===== src/rtl/op_unit_pipelined_if.sv =====
// Handshake bundle for op_unit_pipelined: operand/op request channel and result channel.
// out_parity exists only when OP_UNIT_PARITY_EN is defined.
interface op_unit_pipelined_if #(
    parameter int WIDTH = 8
);
    logic             in_valid;
    logic             in_ready;
    logic [WIDTH-1:0] in_data;
    logic [2:0]       in_op;
    logic             out_valid;
    logic             out_ready;
    logic [WIDTH:0]   out_data;
    logic             out_err;
`ifdef OP_UNIT_PARITY_EN
    logic             out_parity;

    modport master (
        output in_valid, in_data, in_op, out_ready,
        input  in_ready, out_valid, out_data, out_err, out_parity
    );
    modport slave (
        input  in_valid, in_data, in_op, out_ready,
        output in_ready, out_valid, out_data, out_err, out_parity
    );
`else
    modport master (
        output in_valid, in_data, in_op, out_ready,
        input  in_ready, out_valid, out_data, out_err
    );
    modport slave (
        input  in_valid, in_data, in_op, out_ready,
        output in_ready, out_valid, out_data, out_err
    );
`endif
endinterface


===== src/rtl/op_unit_pipelined.sv =====
// Op-select unit: PASS/ADD/DBL in one cycle, POP/CLZ iterated BITS_PER_CYCLE bits per cycle.
// Optional registered out_parity when OP_UNIT_PARITY_EN is defined.
module op_unit_pipelined #(
    parameter int WIDTH          = 8,
    parameter int ADD_CONST      = 2,
    parameter int BITS_PER_CYCLE = 1
) (
    input logic               clock,
    input logic               reset_n,
    op_unit_pipelined_if.slave bus
);
    localparam int K  = (WIDTH + BITS_PER_CYCLE - 1) / BITS_PER_CYCLE;
    localparam int CW = $clog2(WIDTH + 1);
    localparam int IW = $clog2(K + 1);
    localparam logic [WIDTH-1:0] ADD_K = WIDTH'(ADD_CONST);

    typedef enum logic [1:0] {
        IDLE = 2'b00,
        BUSY = 2'b01,
        DONE = 2'b10
    } state_t;

    state_t           state_r, state_s;
    logic [WIDTH-1:0] shift_r, shift_s;
    logic             is_clz_r, is_clz_s;
    logic             seen_r, seen_s;
    logic [CW-1:0]    cnt_r, cnt_s;
    logic [IW-1:0]    idx_r, idx_s;
    logic [WIDTH:0]   out_data_r, out_data_s;
    logic             out_err_r, out_err_s;
    logic             out_valid_r;
    logic             in_ready_s;
    logic             accept_s;

    function automatic logic [WIDTH:0] single_op_f(input logic [2:0] op, input logic [WIDTH-1:0] d);
        case (op)
            3'b000:  return {1'b0, d};
            3'b001:  return {1'b0, d} + {1'b0, ADD_K};
            3'b010:  return {d, 1'b0};
            default: return {(WIDTH+1){1'b0}};
        endcase
    endfunction

`ifdef OP_UNIT_PARITY_EN
    logic out_parity_r;

    function automatic logic parity_f(input logic [WIDTH:0] v);
        return ^v;
    endfunction
`endif

    // Next-state and datapath update; DONE hands straight over to a new accept
    always_comb begin
        state_s    = state_r;
        shift_s    = shift_r;
        is_clz_s   = is_clz_r;
        seen_s     = seen_r;
        cnt_s      = cnt_r;
        idx_s      = idx_r;
        out_data_s = out_data_r;
        out_err_s  = out_err_r;
        in_ready_s = (state_r == IDLE) || ((state_r == DONE) && bus.out_ready);
        accept_s   = bus.in_valid && in_ready_s;

        case (state_r)
            IDLE: state_s = IDLE;
            BUSY: begin
                // Bits past the LSB in a final partial chunk are skipped
                for (int j = 0; j < BITS_PER_CYCLE; j++) begin
                    if ((int'(idx_r) * BITS_PER_CYCLE + j) < WIDTH) begin
                        if (is_clz_r) begin
                            cnt_s  = cnt_s + CW'(!seen_s && !shift_r[WIDTH-1-j]);
                            seen_s = seen_s | shift_r[WIDTH-1-j];
                        end else begin
                            cnt_s  = cnt_s + CW'(shift_r[WIDTH-1-j]);
                        end
                    end else begin
                        cnt_s = cnt_s;
                    end
                end
                shift_s = shift_r << BITS_PER_CYCLE;
                if (idx_r == IW'(K - 1)) begin
                    out_data_s = {{(WIDTH+1-CW){1'b0}}, cnt_s};
                    out_err_s  = 1'b0;
                    state_s    = DONE;
                end else begin
                    idx_s = idx_r + IW'(1);
                end
            end
            DONE: begin
                if (bus.out_ready) begin
                    state_s = IDLE;
                end else begin
                    state_s = DONE;
                end
            end
            default: state_s = IDLE;
        endcase

        if (accept_s) begin
            case (bus.in_op)
                3'b011, 3'b100: begin
                    state_s  = BUSY;
                    shift_s  = bus.in_data;
                    is_clz_s = (bus.in_op == 3'b100);
                    seen_s   = 1'b0;
                    cnt_s    = {CW{1'b0}};
                    idx_s    = {IW{1'b0}};
                end
                default: begin
                    state_s    = DONE;
                    out_data_s = single_op_f(bus.in_op, bus.in_data);
                    out_err_s  = (bus.in_op >= 3'b101);
                end
            endcase
        end else begin
            accept_s = 1'b0;
        end
    end

    // State register
    always_ff @(posedge clock or negedge reset_n) begin
        if (!reset_n) begin
            state_r <= IDLE;
        end else begin
            state_r <= state_s;
        end
    end

    // Datapath and output registers
    always_ff @(posedge clock or negedge reset_n) begin
        if (!reset_n) begin
            shift_r     <= {WIDTH{1'b0}};
            is_clz_r    <= 1'b0;
            seen_r      <= 1'b0;
            cnt_r       <= {CW{1'b0}};
            idx_r       <= {IW{1'b0}};
            out_data_r  <= {(WIDTH+1){1'b0}};
            out_err_r   <= 1'b0;
            out_valid_r <= 1'b0;
        end else begin
            shift_r     <= shift_s;
            is_clz_r    <= is_clz_s;
            seen_r      <= seen_s;
            cnt_r       <= cnt_s;
            idx_r       <= idx_s;
            out_data_r  <= out_data_s;
            out_err_r   <= out_err_s;
            out_valid_r <= (state_s == DONE);
        end
    end

`ifdef OP_UNIT_PARITY_EN
    // Parity tracks out_data so it is held under backpressure too
    always_ff @(posedge clock or negedge reset_n) begin
        if (!reset_n) begin
            out_parity_r <= 1'b0;
        end else begin
            out_parity_r <= parity_f(out_data_s);
        end
    end

    assign bus.out_parity = out_parity_r;
`endif

    assign bus.in_ready  = in_ready_s;
    assign bus.out_valid = out_valid_r;
    assign bus.out_data  = out_data_r;
    assign bus.out_err   = out_err_r;

endmodule


===== src/flat_wrapper.sv =====
// flat-port wrapper written by rule: the top's interface ports become plain ports
module op_unit_pipelined_flat 
#(
    parameter int WIDTH          = 8,
    parameter int ADD_CONST      = 2,
    parameter int BITS_PER_CYCLE = 1
)
  (clock, reset_n, bus_in_valid, bus_in_data, bus_in_op, bus_out_ready, bus_in_ready, bus_out_valid, bus_out_data, bus_out_err);
  op_unit_pipelined_if #(.WIDTH(WIDTH)) bus_i ();
  input logic clock;
  input logic reset_n;
  input wire logic [$bits(bus_i.in_valid)-1:0] bus_in_valid;
  input wire logic [$bits(bus_i.in_data)-1:0] bus_in_data;
  input wire logic [$bits(bus_i.in_op)-1:0] bus_in_op;
  input wire logic [$bits(bus_i.out_ready)-1:0] bus_out_ready;
  output wire logic [$bits(bus_i.in_ready)-1:0] bus_in_ready;
  output wire logic [$bits(bus_i.out_valid)-1:0] bus_out_valid;
  output wire logic [$bits(bus_i.out_data)-1:0] bus_out_data;
  output wire logic [$bits(bus_i.out_err)-1:0] bus_out_err;
  assign bus_i.in_valid = bus_in_valid;
  assign bus_i.in_data = bus_in_data;
  assign bus_i.in_op = bus_in_op;
  assign bus_i.out_ready = bus_out_ready;
  assign bus_in_ready = bus_i.in_ready;
  assign bus_out_valid = bus_i.out_valid;
  assign bus_out_data = bus_i.out_data;
  assign bus_out_err = bus_i.out_err;
  op_unit_pipelined #(.WIDTH(WIDTH), .ADD_CONST(ADD_CONST), .BITS_PER_CYCLE(BITS_PER_CYCLE)) u_core (.clock(clock), .reset_n(reset_n), .bus(bus_i));
endmodule

===== config.mk =====
export PLATFORM = sky130hd
export DESIGN_NAME = op_unit_pipelined_flat
export DESIGN_NICKNAME = d
export VERILOG_FILES = /design/src/rtl/op_unit_pipelined_if.sv /design/src/rtl/op_unit_pipelined.sv /design/src/flat_wrapper.sv
export SDC_FILE = /design/constraint.sdc
export NUM_CORES = 1
export LEC_CHECK = 0
export CAP_MARGIN = 20
export CORE_ASPECT_RATIO = 0.7
export CORE_MARGIN = 8
export CORE_UTILIZATION = 40
export CTS_CLUSTER_SIZE = 30
export DETAILED_ROUTE_END_ITERATION = 16
export PLACE_DENSITY_LB_ADDON = 0.1
export REMOVE_ABC_BUFFERS = 1
export SYNTH_ARGS = -nofsm -noshare
export SYNTH_HDL_FRONTEND = slang
export SYNTH_SLANG_ARGS = --single-unit

===== constraint.sdc =====
create_clock -name clock -period 5.11 [get_ports clock]
set_input_delay 0.7665 -clock clock [delete_from_list [all_inputs] [get_ports clock]]
set_output_delay 0.7665 -clock clock [all_outputs]
set_load 0.05 [all_outputs]

* Word-level counts from Yosys, hierarchy flattened *
Index checks and enable logic that the tools add are counted.

cells by class
  magnitude comparators = 2
  add/subtract/negate cells = 4
  equality and inequality tests = 8
  reduce and logical (&&, ||, !) cells = 10
  muxes and demuxes = 31
  bitwise gates (word level) = 1

operator list
  kind                 number
  $mux 4               9
  $mux 9               4
  $pmux 9 s3           1
  $mux 8               3
  $add 8x2->9 const B  1
  $mux 1               9
  $add 4x1->4          2
  $mux 2               4
  $eq 3x2->1 const B   2
  $add 4x1->4 const B  1
  $eq 2x2->1 const B   2
  $eq 4x3->1 const B   1
  $lt 4x4->1 const B   1
  $pmux 2 s2           1
  $eq 3x1->1 const B   1
  $eq 3x3->1 const B   1
  $ge 3x3->1 const B   1
  $logic_and 1x1->1    3
  $logic_not 3->1      1
  $eq 2x1->1 const B   1
  $logic_not 1->1      2
  $logic_not 2->1      1
  $reduce_and 2->1     1
  $reduce_or 2->1      1
  other kinds (2)      2

storage, ports and cells
  input bits = 15
  output and inout bits = 12
  word-level logic and storage cells = 65
  bits in registers = 31

* Longest topological paths before layout *
Gate-level depths: netlist of run 1.

  word-level depth = 9
  gate-level depth with buffers = 8
  gate-level depth less buffers = 8

* Least setup slack after synthesis of run 1 *
Ideal clock, no wire load.

  kind = input to register
  start = in bus_out_ready
  end = reg u_core.shift_r[1]
  cell stages on the path = 4
  arrival = 2.065 ns
  library setup time = 0.125 ns
  path slack = 2.920 ns
  path buffers = 0
  required time = 4.985 ns
  path through = a21o_1 -> nand2_1 -> a21oi_4 -> mux2_2

on the way
  longest elaborated chain between the ends = 4

ends and longest elaborated chain
  item                         line                      source
  start: declaration           flat_wrapper.sv:15        input wire logic [$bits(bus_i.out_ready)-1:0] bus_out_ready;
  $logic_and 1x1->1            op_unit_pipelined.sv:62   in_ready_s = (state_r == IDLE) || ((state_r == DONE) && bus.out_ready);
  $logic_or 1x1->1             op_unit_pipelined.sv:62
  $logic_and 1x1->1            op_unit_pipelined.sv:63   accept_s = bus.in_valid && in_ready_s;
  $mux 8                       op_unit_pipelined.sv:100  if (accept_s) begin
  named net u_core.shift_s[1]  op_unit_pipelined.sv:24   logic [WIDTH-1:0] shift_r, shift_s;
  end signal: assignment       op_unit_pipelined.sv:133  shift_r <= {WIDTH{1'b0}};
  end signal: assignment       op_unit_pipelined.sv:142  shift_r <= shift_s;
  end: declaration             op_unit_pipelined.sv:24

The timed path passes the listed nets, and every way through them passes these cells.
A chain may end at the register's enable or synchronous reset.

* Worst setup path after layout of run 1 *
  start = in bus_out_ready
  end = out bus_in_ready

on the way
  longest elaborated chain between the ends = 2

ends and longest elaborated chain
  item               line                     source
  $logic_and 1x1->1  op_unit_pipelined.sv:62
  $logic_or 1x1->1   op_unit_pipelined.sv:62
  end: declaration   flat_wrapper.sv:16       output wire logic [$bits(bus_i.in_ready)-1:0] bus_in_ready;

No other way between the ends.

==> results of run 1 <==
==> cell usage after synthesis, types with 3 or more instances <==
| cell | instances |
|---|---|
| a21oi_1 | 5 |
| a31oi_1 | 3 |
| and3_1 | 3 |
| buf_2 | 3 |
| clkbuf_1 | 5 |
| dfrtp_1 | 31 |
| ha_1 | 7 |
| inv_1 | 8 |
| mux2_2 | 14 |
| mux2i_1 | 14 |
| nand2_1 | 4 |
| nand2b_1 | 3 |
| nand3_1 | 4 |
| nand4_1 | 4 |
| nor2_1 | 17 |
| o21ai_0 | 5 |
| o22ai_1 | 4 |
| o32ai_1 | 3 |
| xnor2_1 | 3 |
| xor2_1 | 3 |
==> final cells by class <==
cell class	instances	area, sq um
clock buffer	7	76.3
clock inverter	1	5.00
fill	410	2170
inverter	8	30.0
multi-input combinational	129	1010
sequential	31	776
tap	55	68.8
timing repair buffer	27	268
==> power by group through the flow <==
| stage | clock network (uW) | registers (uW) | logic [uW] |
|---|---|---|---|
| after floorplan | 0 | 419 | 163 |
| after global placement | 0 | 362 | 316 |
| after detailed placement | 0 | 366 | 327 |
| after CTS | 191 | 363 | 329 |
| after global routing | 207 | 371 | 355 |
| final | 188 | 363 | 325 |
==> metal layers <==
layer  vias up  wire length, um  track usage, %
li1        714                -               -
met2        32             1890            19.3
met3         2              245            4.26
met4         0               17            4.01
met1       723             2360            17.9
met5         -                0               0
==> cell families after synthesis <==
kind of cell,after synthesis
and+or+nand+nor,52
AOI/OAI and AO/OA,36
xor gates and xnor gates,6
adders and majority gates,7
buffers and inverters,18
DFF,31
muxes,28
==> cell usage in the layout, fill, tap and decap left out, types with 3 or more instances in the layout <==
| master | count |
|---|---|
| a31oi_1 | 3 |
| clkdlybuf4s50_1 | 26 |
| inv_1 | 8 |
| and3_1 | 3 |
| nand4_1 | 4 |
| ha_1 | 7 |
| nor2_1 | 17 |
| o22ai_1 | 4 |
| nand2_1 | 4 |
| xnor2_1 | 3 |
| dfrtp_1 | 31 |
| o21ai_0 | 5 |
| mux2i_1 | 14 |
| mux2_2 | 14 |
| clkbuf_8 | 5 |
| o32ai_1 | 3 |
| nand2b_1 | 3 |
| xor2_1 | 3 |
| a21oi_1 | 5 |
| nand3_1 | 4 |
==> registers in the layout, summed over array words and instances, names as in the netlist <==
name                  flops
u_core.idx_r              4
u_core.bus.out_valid      1
u_core.bus.out_err        1
u_core.seen_r             1
u_core.state_r            2
u_core.is_clz_r           1
u_core.cnt_r              4
u_core.bus.out_data       9
u_core.shift_r            8
==> through the flow <==
stage	total power, uW	hold WS (ns)	util [%]	instances	setup WS, ns
2_1_floorplan	582	0.464	-	168	2.80
3_3_place_gp	679	0.475	48.8	250	2.00
3_5_place_dp	693	0.486	48.8	250	1.94
4_1_cts	883	0.504	50.6	258	2.00
5_1_grt	933	0.529	50.6	258	1.91
6_report	876	0.504	50.6	258	2.00
==> worst max-delay path, cell delays in order <==
cell and delay (ns):
clkdlybuf4s50_1 0.48, a21o_1 0.25, clkdlybuf4s50_1 0.85
==> path summary, 6_finish.rpt <==
kind | from | endpoint | slack (ns)
setup reg to reg | u_core.state_r[1] | u_core.bus.out_err | 2.87
hold reg to reg | u_core.bus.out_data[6] | u_core.bus.out_data[6] | 0.50
min in group asynchronous | reset_n | u_core.idx_r[1] | 0.88
setup / recovery | bus_out_ready | bus_in_ready | 2.00
max in group asynchronous | reset_n | u_core.bus.out_data[8] | 3.92
hold / removal | u_core.bus.out_data[6] | u_core.bus.out_data[6] | 0.50
==> results.tsv, run 1 <==
stage	metric	value	unit
status	status	finished clean	
worst_setup_path	crit_arrival	2.34	ns
timing	slew_headroom	54.1	%
power_and_ir_drop	switching_share	36.3	%
power_and_ir_drop	power_density	393	nW/um^2
power_and_ir_drop	p_seq_share	41.4	%
cts	clock_latency	0.28	ns
cts	htree_levels	2	
place	placed_area	2150	sq um
finish	antenna_cells	0	
place	routabilityCongestion	0.767	
synthesis	synthSimpleGateAreaFrac	15.8	%
detailed_routing	dr.pass1.iters	4	
power_and_ir_drop	p_switching	318	uW
power_and_ir_drop	leakage	0.000955	uW
power_and_ir_drop	p_int	558	uW
synthesis	synth_seq_area_share	41.6	%
global_routing	grt_antenna_before_repair	0	
cts	ctsHoldBuffers	0	
detailed_routing	ant_nets	0	
worst_hold_path	whs_path_depth	1	
floorplan	ios	27	
synthesis	synth_compound_area_share	14.7	%
synthesis	synth_area	1860	sq um
worst_hold_path	min-delay-path-class	register to register	
power_and_ir_drop	pwr-share-comb	37.1	%
worst_setup_path	cp.required	4.34	ns
timing	worst_pin_slew	0.686	ns
global_routing	grt_usage	13.2	%
worst_setup_path	cp-end-kind	output port	
synthesis	yosysUniqueCellTypes	48	
run	maxCapViolations	0	
place	io_buffers	26	
detailed_routing	routed_wl	4.51	mm
timing	setup_viol	0	
timing	period_share	60.9	%
timing	maxSlewViolCount	0	
cts	post_cts_resized	0	
timing	timing.final.crit_period	3.11	ns
worst_setup_path	worst-setup-path-type	primary input to output port	
floorplan	num_rows	20	
synthesis	syn_area_per_cell	10.5	sq um
synthesis	yosysWarnings	0	
synthesis	synthTopCellsByArea	dfrtp_1 42%, mux2_2 8.5%, mux2i_1 7.5%	
detailed_routing	wl_per_cell	17.5	um
synthesis	synth_top_family_by_area	multiplexers	
cts	cts_post_setup_buffers_inserted	0	
finish	final_nets	224	
synthesis	yosysTopAreaCell	dfrtp_1	
detailed_routing	drt_iter0_drc	79	
floorplan	start_util	42.3	%
global_routing	grt_pass1_wl	7.51	mm
floorplan	dieArea	7140	sq um
timing	tns	0	ns
timing	rsz0062_at_grt	no	
timing	max_freq	0.321	GHz
detailed_routing	drcViolationCount	0	
global_routing	grt_max_degree	32	
worst_setup_path	crit_fanout	7	
global_routing	overflow	0	
synthesis	synth_edf_count	0	
timing	finalClockSkew	0.00669	ns
floorplan	core_area	4400	sq um
power_and_ir_drop	ir_drop	0.209	mV
synthesis	ys_ff_latch	31	
synthesis	yosysTopAreaCellShare	41.6	%
global_routing	grt_pass1_vias	1450	
floorplan	die_h	73.1	um
detailed_routing	vias	1471	
detailed_routing	via_per_inst	5.70	
cts	cts_buffers	5	
cts	clock_sinks	31	
finish	fin_area	2230	sq um
synthesis	synthCells	178	
worst_setup_path	startpoint_type	primary input	
cts	cts_buffer_depth	2	
synthesis	synth_fa_ha_area_share	4.70	%
synthesis	synth_flop_cell	dfrtp_1	
synthesis	synth_xor_xnor_area_share	2.82	%
finish	syn_to_final_growth	19.6	%
worst_setup_path	ff2ff_path_depth	6	
cts	cts-root-buf	clkbuf_8	
power_and_ir_drop	clkPwrFrac	21.5	%
synthesis	synthMuxAreaShare	16.0	%
finish	drive_gt1_share	13.3	%
cts	path_clk_slew	0.07	ns
cts	cts_tree	yes	
place	dp_hpwl	3.23	mm
floorplan	die_w	97.6	um
synthesis	async_reset_ff_share	100	%
timing	hold_violations	0	
(Power assumes the default switching activity.)
==> run 2: changes to the inputs <==
==> constraint.sdc (replaced) <==
create_clock -name clock -period 2.65 [get_ports clock]
set_input_delay 0.3975 -clock clock [delete_from_list [all_inputs] [get_ports clock]]
set_output_delay 0.3975 -clock clock [all_outputs]
set_load 0.05 [all_outputs]
==> results.tsv, run 2 (synthesis gave the netlist of run 1 again) <==
stage	metric	value	unit
floorplan	die_w	97.6	um
cts	cts-root-buf	clkbuf_8	
worst_setup_path	crit_chain	clkdlybuf4s50_1, or3b_4, a21oi_4, mux2_2	
run	maxCapViolations	0	
timing	max_freq	0.504	GHz
timing	setup_viol	0	
global_routing	grt_antenna_before_repair	0	
finish	final_nets	230	
detailed_routing	drt_iter0_drc	88	
cts	clock_sinks	31	
finish	drive_gt1_share	16.8	%
global_routing	grt_pass1_vias	1508	
cts	cts_buffer_depth	2	
timing	finalClockSkew	0.00286	ns
detailed_routing	ant_nets	0	
global_routing	grt_max_degree	32	
global_routing	overflow	0	
timing	period_share	74.8	%
cts	clock_latency	0.29	ns
finish	final_util	51.7	%
worst_setup_path	crit_buf_inv	1	
cts	post_cts_resized	0	
place	dp_hpwl	3.40	mm
detailed_routing	via_per_inst	5.60	
detailed_routing	dr.pass1.iters	4	
worst_setup_path	startpoint_type	primary input	
worst_hold_path	min-delay-path-class	primary input to asynchronous set/reset pin	
worst_setup_path	crit_fanout	11	
worst_setup_path	worst-setup-path-type	primary input to register	
timing	slew_headroom	64.9	%
floorplan	die_h	73.1	um
timing	timing.final.crit_period	1.98	ns
place	routabilityCongestion	0.843	
worst_setup_path	cp.required	2.82	ns
finish	final_common_cell	dfrtp_1	
global_routing	grt_pass1_wl	7.80	mm
worst_setup_path	cp-end-kind	register	
cts	cts_buffers	5	
timing	worst_pin_slew	0.524	ns
worst_setup_path	slowest_delay	0.57	ns
worst_setup_path	crit_arrival	2.16	ns
floorplan	core_area	4400	sq um
timing	rsz0062_at_grt	no	
worst_setup_path	r2r_setup_slack	0.68	ns
timing	hold_violations	0	
power_and_ir_drop	power_density	752	nW/um^2
finish	layout_common_cells	31 x dfrtp_1, 25 x clkdlybuf4s50_1, 17 x nor2_1	
status	status	finished clean	
finish	final.fill_count	395	
floorplan	start_util	42.3	%
timing	tns	0	ns
worst_setup_path	cp_slowest_cell	clkdlybuf4s50_1	
power_and_ir_drop	p_int	1100	uW
power_and_ir_drop	clkPwrFrac	22.5	%
power_and_ir_drop	p_switching	616	uW
detailed_routing	routed_wl	4.54	mm
detailed_routing	drcViolationCount	0	
timing	maxSlewViolCount	0	
power_and_ir_drop	ir_drop	0.382	mV
floorplan	dieArea	7140	sq um
power_and_ir_drop	pwr-share-comb	36.8	%
cts	path_clk_slew	0.07	ns
detailed_routing	vias	1473	
worst_setup_path	critPathTopFamily	buffers and inverters	
cts	ctsHoldBuffers	0	
power_and_ir_drop	leakage	0.000990	uW
place	io_buffers	26	
floorplan	ios	27	
cts	htree_levels	2	
floorplan	num_rows	20	
finish	largest_register_ffs	9	
power_and_ir_drop	switching_share	35.9	%
cts	cts_post_setup_buffers_inserted	0	
global_routing	grt_usage	13.8	%
cts	cts_tree	yes	
detailed_routing	wl_per_cell	17.3	um
finish	antenna_cells	0	
power_and_ir_drop	p_seq_share	40.7	%
finish	syn_to_final_growth	22.2	%
## run 2: changes by cell type in the layout (fill, tap and decap cells not counted), sizes merged
cell / delta
buf: +7
clkbuf: -1
clkdlybuf4s50: -1
## run 2: power by group through the flow
stage,clock network [uW],registers [uW],logic [uW]
finish,386,697,630
global route,412,719,686
CTS,396,699,635
detailed placement,0,706,633
global placement,0,699,619
floorplan,0,807,314
## run 2: final timing paths
check | startpoint | end | depth (start not counted)
max in group asynchronous | reset_n | u_core.idx_r[2] | 2
min | reset_n | u_core.idx_r[1] | 2
max | bus_in_op[2] | u_core.shift_r[3] | 4
min in group clock | u_core.bus.out_data[8] | u_core.bus.out_data[8] | 1
max reg2reg | u_core.state_r[0] | u_core.shift_r[3] | 6
min reg2reg | u_core.bus.out_data[8] | u_core.bus.out_data[8] | 1
## run 2: layout make-up
| type | count | area, sq um | share of cell area, % |
|---|---|---|---|
| multi-input cells | 129 | 1010 | 44.2 |
| repair buffers | 33 | 310 | 13.6 |
| well taps | 55 | 68.8 | 3.02 |
| clock buffers | 6 | 82.6 | 3.62 |
| clock inverters | 1 | 5.00 | 0.220 |
| flip-flops and latches | 31 | 776 | 34.0 |
| inverters | 8 | 30.0 | 1.32 |
## run 2: layer usage
| layer | wire (um) | global-route usage (%) | vias up | part of all wire [%] |
|---|---|---|---|---|
| met1 | 2310 | 19.5 | 713 | 51 |
| li1 | - | - | 716 | - |
| met3 | 287 | 4.45 | 7 | 6.3 |
| met5 | 0 | 0 | - | 0 |
| met2 | 1880 | 18.3 | 37 | 41 |
| met4 | 68 | 5.85 | 0 | 1.5 |
## run 2: worst reg2reg max path: cells and delay by family, from the launching register on
kind	cells	cell delay (ns)
and+or+nand+nor	1	0.17
AOI/OAI and AO/OA	2	0.62
muxes	1	0.39
buffers and inverters	1	0.10
adders and majority gates	1	0.18
DFF	1	0.40
## run 2: through the flow
stage	std cells	power, uW	instance area, sq um	hold slack, ns	setup slack (ns)
after floorplan	168	1120	1810	0.102	0.498
after global placement	256	1320	2190	0.474	0.439
after detailed placement	256	1340	2190	0.492	0.373
after CTS	263	1730	2280	0.507	0.669
after global routing	263	1820	2280	0.529	0.531
final	263	1710	2280	0.496	0.667
==> run 3: changes to the inputs <==
==> constraint.sdc (replaced) <==
create_clock -name clock -period 1.9 [get_ports clock]
set_input_delay 0.285 -clock clock [delete_from_list [all_inputs] [get_ports clock]]
set_output_delay 0.285 -clock clock [all_outputs]
set_load 0.05 [all_outputs]
==> results.tsv, run 3 (synthesis gave the netlist of run 1 again) <==
stage	metric	value	unit
global_routing	grt_max_degree	32	
timing	maxSlewViolCount	0	
cts	cts_tree	yes	
power_and_ir_drop	power_density	989	nW/um^2
finish	antenna_cells	0	
finish	drive_gt1_share	23.3	%
cts	cts-root-buf	clkbuf_8	
finish	syn_to_final_growth	30.1	%
run	maxCapViolations	0	
floorplan	dieArea	7140	sq um
detailed_routing	drt_iter0_drc	87	
detailed_routing	vias	1602	
power_and_ir_drop	leakage	0.00109	uW
place	routabilityCongestion	0.860	
worst_setup_path	cp-end-kind	register	
worst_setup_path	crit_arrival	1.94	ns
global_routing	grt_usage	14.2	%
cts	ctsHoldBuffers	0	
timing	slew_headroom	65.3	%
finish	largest_register_ffs	9	
timing	period_share	93.8	%
floorplan	start_util	42.3	%
worst_hold_path	min-delay-path-class	primary input to asynchronous set/reset pin	
cts	cts_buffer_depth	2	
cts	clock_latency	0.28	ns
timing	rsz0062_at_grt	no	
power_and_ir_drop	ir_drop	0.694	mV
floorplan	die_h	73.1	um
place	dp_slack	-0.129	ns
timing	timing.final.crit_period	1.78	ns
floorplan	core_area	4400	sq um
finish	fin_area	2430	sq um
place	dp_hpwl	3.75	mm
finish	layout_common_cells	31 x dfrtp_1, 27 x buf_4, 25 x clkdlybuf4s50_1	
finish	final_common_cell	dfrtp_1	
finish	final_nets	250	
cts	post_cts_resized	0	
floorplan	ios	27	
timing	hold_violations	0	
detailed_routing	ant_nets	0	
global_routing	overflow	0	
cts	cts_post_setup_buffers_inserted	0	
place	placed_area	2350	sq um
detailed_routing	dr.pass1.iters	4	
cts	cts_buffers	5	
global_routing	grt_pass1_wl	8.22	mm
timing	finalClockSkew	0.00701	ns
timing	worst_pin_slew	0.518	ns
timing	max_freq	0.561	GHz
cts	clock_sinks	31	
global_routing	grt_antenna_before_repair	0	
floorplan	die_w	97.6	um
cts	htree_levels	2	
place	io_buffers	26	
detailed_routing	routed_wl	4.83	mm
global_routing	grt_pass1_vias	1661	
finish	final_util	55.1	%
worst_setup_path	cp.required	2.05	ns
detailed_routing	via_per_inst	5.68	
worst_setup_path	worst-setup-path-type	register to register	
cts	path_clk_slew	0.07	ns
floorplan	num_rows	20	
detailed_routing	wl_per_cell	17.1	um
worst_setup_path	crit_fanout	9	
worst_setup_path	startpoint_type	register	
timing	setup_viol	0	
timing	fin_ws	0.118	ns
status	status	finished clean	
detailed_routing	drcViolationCount	0	
==> run 3: layer usage <==
metal | share of wire, % | GRT usage (%) | vias to the layer above
li1 | - | - | 753
met1 | 48 | 19.1 | 793
met2 | 44 | 21.5 | 52
met3 | 7.4 | 4.07 | 4
met4 | 0.87 | 3.68 | 0
met5 | 0 | 0 | -
==> run 3: through the flow <==
stage	setup TNS (ns)	instances	hold slack, ns	power, uW
after CTS	0	282	0.429	2420
after global placement	-0.715	276	0.477	1900
after detailed placement	-1.42	276	0.490	1950
after floorplan	-1.61	168	-0.0106	1560
final	0	282	0.411	2400
after global routing	0	282	0.457	2570
==> run 3: area by class of cell <==
cell class	count	area [sq um]
Fill cell	392	1980
Inverter	8	30.0
Tap cell	55	68.8
Clock buffer	6	72.6
Sequential cell	31	776
Timing Repair Buffer	53	473
Multi-Input combinational cell	129	1010
==> run 3: worst paths after layout <==
check,endpoint,depth (start not counted),startpoint,slack [ns]
max,u_core.shift_r[6],6,u_core.state_r[0],0.12
min,u_core.is_clz_r,2,reset_n,0.41
max reg2reg,u_core.shift_r[6],6,u_core.state_r[0],0.12
min reg2reg,u_core.bus.out_data[6],1,u_core.bus.out_data[6],0.50
max in group asynchronous,u_core.bus.out_data[1],2,reset_n,1.20
min in group clock,u_core.bus.out_data[6],1,u_core.bus.out_data[6],0.50
==> run 3: power breakdown <==
group          internal [uW]  total (uW)  switching (uW)
logic                    451         953             502
registers                849         979             130
clock network            244         467             224
total                   1540        2400             856
==> run 3: worst max-delay path, cell delays in order, from the launching register on <==
cell and delay (ns):
dfrtp_1 0.39, inv_1 0.09, ha_1 0.18, a21o_1 0.18
nand2_1 0.15, a21oi_4 0.30, mux2_2 0.38
